## config.mk

```make
export PLATFORM = sky130hd
export DESIGN_NAME = apb_master
export DESIGN_NICKNAME = d
export VERILOG_FILES = /design/src/rtl/apb_pkg.sv /design/src/rtl/apb_master.sv
export SDC_FILE = /design/constraint.sdc
export NUM_CORES = 1
export LEC_CHECK = 0
export BUFFER_PORTS_ARGS = -buffer_cell sky130_fd_sc_hd__buf_4
export CAP_MARGIN = 15
export CORE_UTILIZATION = 50
export CTS_CLUSTER_DIAMETER = 120
export DETAILED_ROUTE_END_ITERATION = 8
export GPL_TIMING_DRIVEN = 0
export HOLD_SLACK_MARGIN = 0.06
export PLACE_DENSITY = 0.83
export SETUP_SLACK_MARGIN = 0.02
export SLEW_MARGIN = 20
export SYNTH_ARGS = -nofsm -noshare
export SYNTH_HDL_FRONTEND = slang
export SYNTH_SLANG_ARGS = --single-unit
```

## constraint.sdc

```tcl
create_clock -name CLK -period 4.1 [get_ports CLK]
set_input_delay 0.41 -clock CLK [delete_from_list [all_inputs] [get_ports CLK]]
set_output_delay 0.41 -clock CLK [all_outputs]
set_load 0.01 [all_outputs]
```

## src/rtl/apb_pkg.sv

```systemverilog
// Shared APB definitions: transfer phases, default bus widths, command/response records.
// Latency: none (types and constants only).
// Backpressure: not applicable.
package apb_pkg;

    localparam int APB_ADDR_W = 8;
    localparam int APB_DATA_W = 8;

    // Transfer phases of an APB initiator
    typedef enum logic [1:0] {
        APB_IDLE   = 2'd0,
        APB_SETUP  = 2'd1,
        APB_ACCESS = 2'd2
    } apb_state_e;

    // Command record at default widths, for slaves and bench agents
    typedef struct packed {
        logic                  write;
        logic [APB_ADDR_W-1:0] addr;
        logic [APB_DATA_W-1:0] wdata;
    } apb_req_t;

    // Response record at default widths
    typedef struct packed {
        logic [APB_DATA_W-1:0] rdata;
        logic                  err;
        logic                  timeout;
    } apb_rsp_t;

endpackage

```

## src/rtl/apb_master.sv

```systemverilog
// APB initiator: one valid/ready command becomes one APB transfer and one registered response pulse.
// Latency: accept edge -> SETUP -> ACCESS (1 + wait states) -> RSP_VALID the cycle after PREADY; 3 cycles minimum.
// Backpressure: REQ_READY only in IDLE or on the ACCESS completion cycle; a wait-state timeout bounds a hung slave.
module apb_master
    import apb_pkg::*;
#(
    parameter int ADDR_W  = APB_ADDR_W,
    parameter int DATA_W  = APB_DATA_W,
    parameter int TIMEOUT = 16
) (
    input  logic              CLK,
    input  logic              RST_N,
    input  logic              REQ_VALID,
    output logic              REQ_READY,
    input  logic              REQ_WRITE,
    input  logic [ADDR_W-1:0] REQ_ADDR,
    input  logic [DATA_W-1:0] REQ_WDATA,
    output logic              RSP_VALID,
    output logic [DATA_W-1:0] RSP_RDATA,
    output logic              RSP_ERR,
    output logic              RSP_TIMEOUT,
    output logic              PSEL,
    output logic              PEN,
    output logic              PWRITE,
    output logic [ADDR_W-1:0] PADDR,
    output logic [DATA_W-1:0] PWDATA,
    input  logic              PREADY,
    input  logic              PSLVERR,
    input  logic [DATA_W-1:0] PRDATA
);

    localparam logic [1:0] ST_IDLE   = APB_IDLE;
    localparam logic [1:0] ST_SETUP  = APB_SETUP;
    localparam logic [1:0] ST_ACCESS = APB_ACCESS;

    // Counter must hold 0..TIMEOUT; keep one bit when the timeout is disabled
    localparam int CNT_W = (TIMEOUT > 0) ? $clog2(TIMEOUT + 1) : 1;
    localparam logic [CNT_W-1:0] CNT_LAST = CNT_W'((TIMEOUT > 0) ? TIMEOUT - 1 : 0);
    localparam logic [CNT_W-1:0] CNT_MAX  = '1;

    logic [1:0]       state;
    logic [CNT_W-1:0] wait_cnt;
    logic             accept;
    logic             complete;
    logic             timeout_hit;

    // Ready in IDLE, or on the completion cycle so the next command can chain without an IDLE gap
    assign REQ_READY   = (state == ST_IDLE) || ((state == ST_ACCESS) && PREADY);
    assign accept      = REQ_VALID && REQ_READY;
    assign complete    = (state == ST_ACCESS) && PREADY;
    assign timeout_hit = (state == ST_ACCESS) && !PREADY && (TIMEOUT != 0) && (wait_cnt == CNT_LAST);

    // Phase sequencing and APB request outputs; command fields latched only on accept
    always_ff @(posedge CLK or negedge RST_N) begin
        if (!RST_N) begin
            state  <= ST_IDLE;
            PSEL   <= 1'b0;
            PEN    <= 1'b0;
            PWRITE <= 1'b0;
            PADDR  <= '0;
            PWDATA <= '0;
        end else begin
            case (state)
                ST_IDLE: begin
                    if (accept) begin
                        PWRITE <= REQ_WRITE;
                        PADDR  <= REQ_ADDR;
                        PWDATA <= REQ_WDATA;
                        PSEL   <= 1'b1;
                        PEN    <= 1'b0;
                        state  <= ST_SETUP;
                    end
                end
                ST_SETUP: begin
                    PEN   <= 1'b1;
                    state <= ST_ACCESS;
                end
                ST_ACCESS: begin
                    if (PREADY) begin
                        if (accept) begin
                            // Chain straight into the next SETUP; PSEL stays asserted
                            PWRITE <= REQ_WRITE;
                            PADDR  <= REQ_ADDR;
                            PWDATA <= REQ_WDATA;
                            PEN    <= 1'b0;
                            state  <= ST_SETUP;
                        end else begin
                            PSEL  <= 1'b0;
                            PEN   <= 1'b0;
                            state <= ST_IDLE;
                        end
                    end else if (timeout_hit) begin
                        PSEL  <= 1'b0;
                        PEN   <= 1'b0;
                        state <= ST_IDLE;
                    end
                end
                default: begin
                    PSEL  <= 1'b0;
                    PEN   <= 1'b0;
                    state <= ST_IDLE;
                end
            endcase
        end
    end

    // Wait-state counter: cleared in SETUP, counts stalled ACCESS cycles, saturates instead of wrapping
    always_ff @(posedge CLK or negedge RST_N) begin
        if (!RST_N) begin
            wait_cnt <= '0;
        end else if (state == ST_SETUP) begin
            wait_cnt <= '0;
        end else if ((state == ST_ACCESS) && !PREADY && !timeout_hit && (wait_cnt != CNT_MAX)) begin
            wait_cnt <= wait_cnt + 1'b1;
        end
    end

    // Response pulse; data/status fields hold until the next response
    always_ff @(posedge CLK or negedge RST_N) begin
        if (!RST_N) begin
            RSP_VALID   <= 1'b0;
            RSP_RDATA   <= '0;
            RSP_ERR     <= 1'b0;
            RSP_TIMEOUT <= 1'b0;
        end else begin
            RSP_VALID <= 1'b0;
            if (complete) begin
                RSP_VALID   <= 1'b1;
                RSP_RDATA   <= PWRITE ? '0 : PRDATA;
                RSP_ERR     <= PSLVERR;
                RSP_TIMEOUT <= 1'b0;
            end else if (timeout_hit) begin
                RSP_VALID   <= 1'b1;
                RSP_RDATA   <= '0;
                RSP_ERR     <= 1'b1;
                RSP_TIMEOUT <= 1'b1;
            end
        end
    end

endmodule

```

==> flow_summary.toml, run 1 <==
[run_status]
outcome = "complete, no violations"

[route]
dr.pass1.iters = 4
vias = 1093
drt_iter0_drc = 8
detail_route.wl_per_cell_um = 14.7
drt_drc_violations_left = 0
via_per_inst = 5.25
wirelength_um = 3070
ant_nets = 0

[sta]
rsz0062_at_grt = "false"
fmax_mhz = 433
post-route-min-period_ns = 2.31
finalCritPeriodShare_pct = 56.3
slew_headroom_pct = 61.8
finalSetupTns_ns = 0
fin_hold_ws_ns = 0.277
maxSlewViolCount = 0
hold_viol_final = 0
worst_pin_slew_ns = 0.569
finClkSkew_ns = 0.0216
final-setup-viol-count = 0

[synthesis]
synth_largest_area_cell = "dfrtp_1"
ys_ff_latch = 36
synth_top_cell_area_share_pct = 61.0
syn_inst = 109
syn-num-nets = 142
seq_area_frac_synth_pct = 61.0
avgSynthCellArea_sq_um = 13.6
yosysWarningCount = 0
synth_cell_type_count = 28
ys_top_cells_by_area = "dfrtp_1 61%, mux2_2 13%, a22o_1 4.7%, ha_1 2.5%, mux2i_1 2.0%"
syn-cell-area_sq_um = 1480

[critical_path]
crit_path_max_incr_delay_ns = 0.56
crit_chain = "ha_1 -> and3_1 -> ha_1 -> or4b_4 -> or4_1 -> a21boi_1"
critPathMaxFanout = 5
crit_slowest_cell = "or4b_4"
worstPathArrival_ns = 2.56
cp_data_required_time_ns = 4.35
crit_type = "register to register"
cp-start-kind = "register"
end_kind = "register"
cpMostUsedCell = "ha_1"

[die]
io_pins = 61
core_area_sq_um = 2780
initial_core_util_pct = 53.1
die_area_sq_um = 3180
fp.dieH_um = 56.4
die_w_um = 56.4
row_count = 19

[clock_network]
clock_sinks = 36
insertion_delay_ns = 0.34
cts_buffers = 5
clk_path_buf_depth = 2
cts_tree = "built"
clk_pin_slew_ns = 0.12
htree_levels = 2
post_cts_resized = 0
root_buffer = "clkbuf_4"

[cells_and_area]
area_growth_pct = 36.9
mostFrequentLayoutCells = "59 x buf_4, 36 x dfrtp_1, 17 x mux2_2"
final_common_cell = "buf_4"
drive_gt1_share_pct = 50.3
postLayoutCellArea_sq_um = 2020
antenna_cells = 0
nNetsFinal = 209

[global_routing]
antenna_found_initial = 0
gr-total-overflow = 0
grt_pass1_wl_um = 5200
grt_max_degree = 37
track_usage_pct = 21.4
grt_pass1_vias = 1159

[pwr]
totalPowerFinal_mw = 1.08
power.leakage_nw = 1.01
ir_worst_vdd_v = 0.000463
power_density_nw_per_um2 = 535

[placement]
place_area_sq_um = 1960
hpwl_um = 2280
portBuffers = 59
place_congestion = 0.711

[job]
max_cap_violations = 0

[min_path]
min_path_type = "input pin to register"
synthesized netlist by cell type:
master / number
a22o_1: 8
or4b_2: 1
mux2_2: 17
buf_2: 3
inv_1: 5
dfrtp_1: 36
a21oi_1: 4
mux2i_1: 3
o21ai_1: 1
o22a_1: 1
nand3b_1: 2
nand3_1: 2
nand2_1: 4
o31ai_1: 1
nor2b_1: 1
a21boi_1: 1
ha_1: 3
or4b_4: 1
and2b_1: 1
nor3b_1: 2
and2_2: 1
o32ai_1: 1
o21ai_0: 1
or2b_1: 1
and3_1: 1
buf_6: 1
or4_1: 1
nor2_1: 5
cell families after synthesis:
kind of cell    after synthesis  synth area share, %
compound gates               18                 8.98
fa+ha+maj                     3                 2.54
buf+inv                       9                 3.05
flops                        36                 61.0
mux                          20                 15.0
simple gates                 23                 9.48
power breakdown:
part / leakage (nW) / total (mW) / switching, mW / internal, mW
Clock: 0.0295 / 0.185 / 0.116 / 0.0689
Combinational: 0.534 / 0.375 / 0.154 / 0.221
Sequential: 0.446 / 0.522 / 0.0667 / 0.455
area by class of cell:
cell class	count	area, sq um
Sequential cell	36	901
Fill cell	190	758
Tap cell	31	38.8
Inverter	5	18.8
Timing Repair Buffer	60	453
Multi-Input combinational cell	64	532
Clock buffer	7	45.0
Clock inverter	1	8.76
Buffer	4	26.3
through the flow:
step                utilization (%)  instances  setup WS [ns]
floorplan                         -        109           1.94
global placement               70.4        199           1.87
detailed placement             70.4        199           1.80
CTS                            72.7        208           1.78
global route                   72.7        208           1.71
finish                         72.7        208           1.79
critical path: cells and delay by family (launching register included):
family / cells / cell delay (ns)
AOI/OAI and AO/OA: 1 / 0.15
adders and majority gates: 2 / 0.45
DFF: 1 / 0.42
and+or+nand+nor: 3 / 1.21
metal layers:
layer | vias to the layer above | global-route usage, % | part of all wire, %
li1 | 524 | - | -
met1 | 521 | 23.7 | 43
met2 | 39 | 35.7 | 47
met3 | 9 | 10.1 | 8.0
met4 | 0 | 8.36 | 2.1
met5 | - | 0 | 0
sequential cells by signal, indices dropped and copies added, names as in the netlist:
signal,cells
state,1
RSP_VALID,1
PSEL,1
RSP_ERR,1
PEN,1
RSP_TIMEOUT,1
PWDATA,8
PADDR,8
PWRITE,1
wait_cnt,5
RSP_RDATA,8
final timing paths:
kind                                         start                        to  slack, ns  depth (start not counted)
min                                      PRDATA[7]  RSP_RDATA[7]$_DFFE_PN0P_       0.28                          2
min reg2reg                   PADDR[1]$_DFFE_PN0P_      PADDR[1]$_DFFE_PN0P_       0.52                          1
max reg2reg                wait_cnt[0]$_DFFE_PN0P_   wait_cnt[3]$_DFFE_PN0P_       1.79                          6
max in group asynchronous                    RST_N   wait_cnt[0]$_DFFE_PN0P_       3.22                          2
min in group asynchronous                    RST_N           PEN$_DFFE_PN0P_       0.54                          2
max                        wait_cnt[0]$_DFFE_PN0P_   wait_cnt[3]$_DFFE_PN0P_       1.79                          6
what timing repair did:
item                                   4_1_cts  5_1_grt
endpoints found under the hold margin       36        0
setup buffers                                0        0
hold buffers                                 1        0
No activity file was read; power rests on OpenSTA's default activity.
==> inputs of run 2 (changes only) <==
--- a/config.mk
+++ b/config.mk
@@ -7,12 +7,12 @@
 export LEC_CHECK = 0
 export BUFFER_PORTS_ARGS = -buffer_cell sky130_fd_sc_hd__buf_4
 export CAP_MARGIN = 15
-export CORE_UTILIZATION = 50
+export CORE_UTILIZATION = 42
 export CTS_CLUSTER_DIAMETER = 120
 export DETAILED_ROUTE_END_ITERATION = 8
 export GPL_TIMING_DRIVEN = 0
 export HOLD_SLACK_MARGIN = 0.06
-export PLACE_DENSITY = 0.83
+export PLACE_DENSITY = 0.74
 export SETUP_SLACK_MARGIN = 0.02
 export SLEW_MARGIN = 20
 export SYNTH_ARGS = -nofsm -noshare
==> constraint.sdc (replaced) <==
create_clock -name CLK -period 2.1 [get_ports CLK]
set_input_delay 0.21 -clock CLK [delete_from_list [all_inputs] [get_ports CLK]]
set_output_delay 0.21 -clock CLK [all_outputs]
set_load 0.01 [all_outputs]
==> run 2 against run 1 <==
Combinational power up 110%. Power grew 120%. Cell area rose by 7.1%. Critical path depth unchanged. Sequential share of layout area fell by 3.0 points. Critical path type unchanged. Largest cell class unchanged.
==> flow_summary.toml, run 2 (synthesized netlist as in run 1, its figures left out) <==
[placement]
portBuffers = 59
place_congestion = 0.725
hpwl_um = 2300
place_area_sq_um = 1980

[job]
max_cap_violations = 0

[sta]
fmax_mhz = 480
final-setup-viol-count = 0
finalCritPeriodShare_pct = 99.2
finClkSkew_ns = 0.00942
fin_hold_ws_ns = 0.0806
slew_headroom_pct = 63.3
hold_viol_final = 0
maxSlewViolCount = 0
rsz0062_at_grt = "true"
worst_pin_slew_ns = 0.549
post-route-min-period_ns = 2.08

[critical_path]
critPathMaxFanout = 4
cp-start-kind = "register"
crit_type = "register to register"
r2r_cells = 6
end_kind = "register"
cp_data_required_time_ns = 2.37
reg2reg_slack_ns = 0.02
worstPathArrival_ns = 2.35

[pwr]
ir_worst_vdd_v = 0.000688
power_density_nw_per_um2 = 1080
power.leakage_nw = 1.06

[min_path]
min_path_type = "input pin to register"
hold_depth = 2

[clock_network]
root_buffer = "clkbuf_4"
clk_path_buf_depth = 2
insertion_delay_ns = 0.34
htree_levels = 2
clk_pin_slew_ns = 0.11
clock_sinks = 36
cts_tree = "built"
cts_buffers = 5

[die]
initial_core_util_pct = 43.9
die_area_sq_um = 3760
die_w_um = 61.3
io_pins = 61
core_area_sq_um = 3360
row_count = 21
fp.dieH_um = 61.3

[global_routing]
gr-total-overflow = 0
grt_pass1_wl_um = 4970
grt_max_degree = 37
track_usage_pct = 18.9
grt_pass1_vias = 1106
antenna_found_initial = 0

[route]
wirelength_um = 3150
ant_nets = 0
dr.pass1.iters = 4
vias = 1138
detail_route.wl_per_cell_um = 13.7
drt_drc_violations_left = 0
via_per_inst = 4.97
drt_iter0_drc = 14

[cells_and_area]
drive_gt1_share_pct = 55.7
largestRegisters = "PADDR x8, PWDATA x8, RSP_RDATA x8"
final_common_cell = "buf_4"
area_growth_pct = 46.7
mostFrequentLayoutCells = "63 x buf_4, 36 x dfrtp_1, 17 x mux2_2"
postLayoutCellArea_sq_um = 2170
antenna_cells = 0
final.fill_count = 274
nNetsFinal = 215

[run_status]
outcome = "complete, no violations"
-- run 2: report_power, final --
group,leakage [nW],switching (mW),internal [mW]
Combinational,0.562,0.317,0.469
Clock,0.0515,0.228,0.316
Sequential,0.446,0.122,0.889
Total,1.06,0.667,1.67
-- run 2: stage by stage --
| stage | std cells | setup TNS, ns | util [%] | worst slack [ns] | power, mW |
|---|---|---|---|---|---|
| 2_1_floorplan | 109 | 0 | - | 0.0512 | 1.37 |
| 3_3_place_gp | 214 | 0 | 59.0 | 0.00436 | 1.73 |
| 3_5_place_dp | 214 | -0.309 | 59.0 | -0.103 | 1.77 |
| 4_1_cts | 226 | 0 | 63.5 | 0.00781 | 2.35 |
| 5_1_grt | 229 | -0.0536 | 64.4 | -0.0536 | 2.49 |
| 6_report | 229 | 0 | 64.4 | 0.0161 | 2.34 |
-- run 2: worst max-delay path, stage by stage, from the launching register on --
cell	delay (ns)
dfrtp_1	0.41
ha_2	0.19
and3_4	0.16
ha_4	0.16
or4b_4	0.54
or4_4	0.44
a21boi_2	0.13
-- run 2: worst paths after layout --
check / from / end
max: wait_cnt[0]$_DFFE_PN0P_ / wait_cnt[3]$_DFFE_PN0P_
min: PRDATA[5] / RSP_RDATA[5]$_DFFE_PN0P_
max reg2reg: wait_cnt[0]$_DFFE_PN0P_ / wait_cnt[3]$_DFFE_PN0P_
min reg2reg: RSP_RDATA[7]$_DFFE_PN0P_ / RSP_RDATA[7]$_DFFE_PN0P_
max in group asynchronous: RST_N / RSP_RDATA[7]$_DFFE_PN0P_
min in group asynchronous: RST_N / PSEL$_DFFE_PN0P_
-- run 2: repair_timing --
action / CTS / global route
gates cloned: 0 / 0
hold buffers: 1 / 2
hold endpoints to repair: 36 / 2
setup buffers: 3 / 1
pin swaps: 3 / 1
gates resized for setup: 5 / 1
endpoints found under the setup margin: 5 / 4
-- run 2: layout make-up --
| type | instances | area [sq um] | share of cell area (%) |
|---|---|---|---|
| buffer | 4 | 26.3 | 1.21 |
| clock buffer | 7 | 65.1 | 3.00 |
| clock inverter | 1 | 30.0 | 1.39 |
| inverter | 5 | 18.8 | 0.866 |
| multi-input combinational | 64 | 566 | 26.1 |
| sequential | 36 | 901 | 41.6 |
| tap | 46 | 57.6 | 2.66 |
| timing repair buffer | 66 | 503 | 23.2 |
-- run 2: layer usage --
metal  global-route usage (%)  share of wire [%]  routed length, um
met1                     23.1                 41               1280
met2                     29.5                 52               1630
met3                     8.82                6.3                199
met5                        0                  0                  0
met4                     6.82                1.3                 42
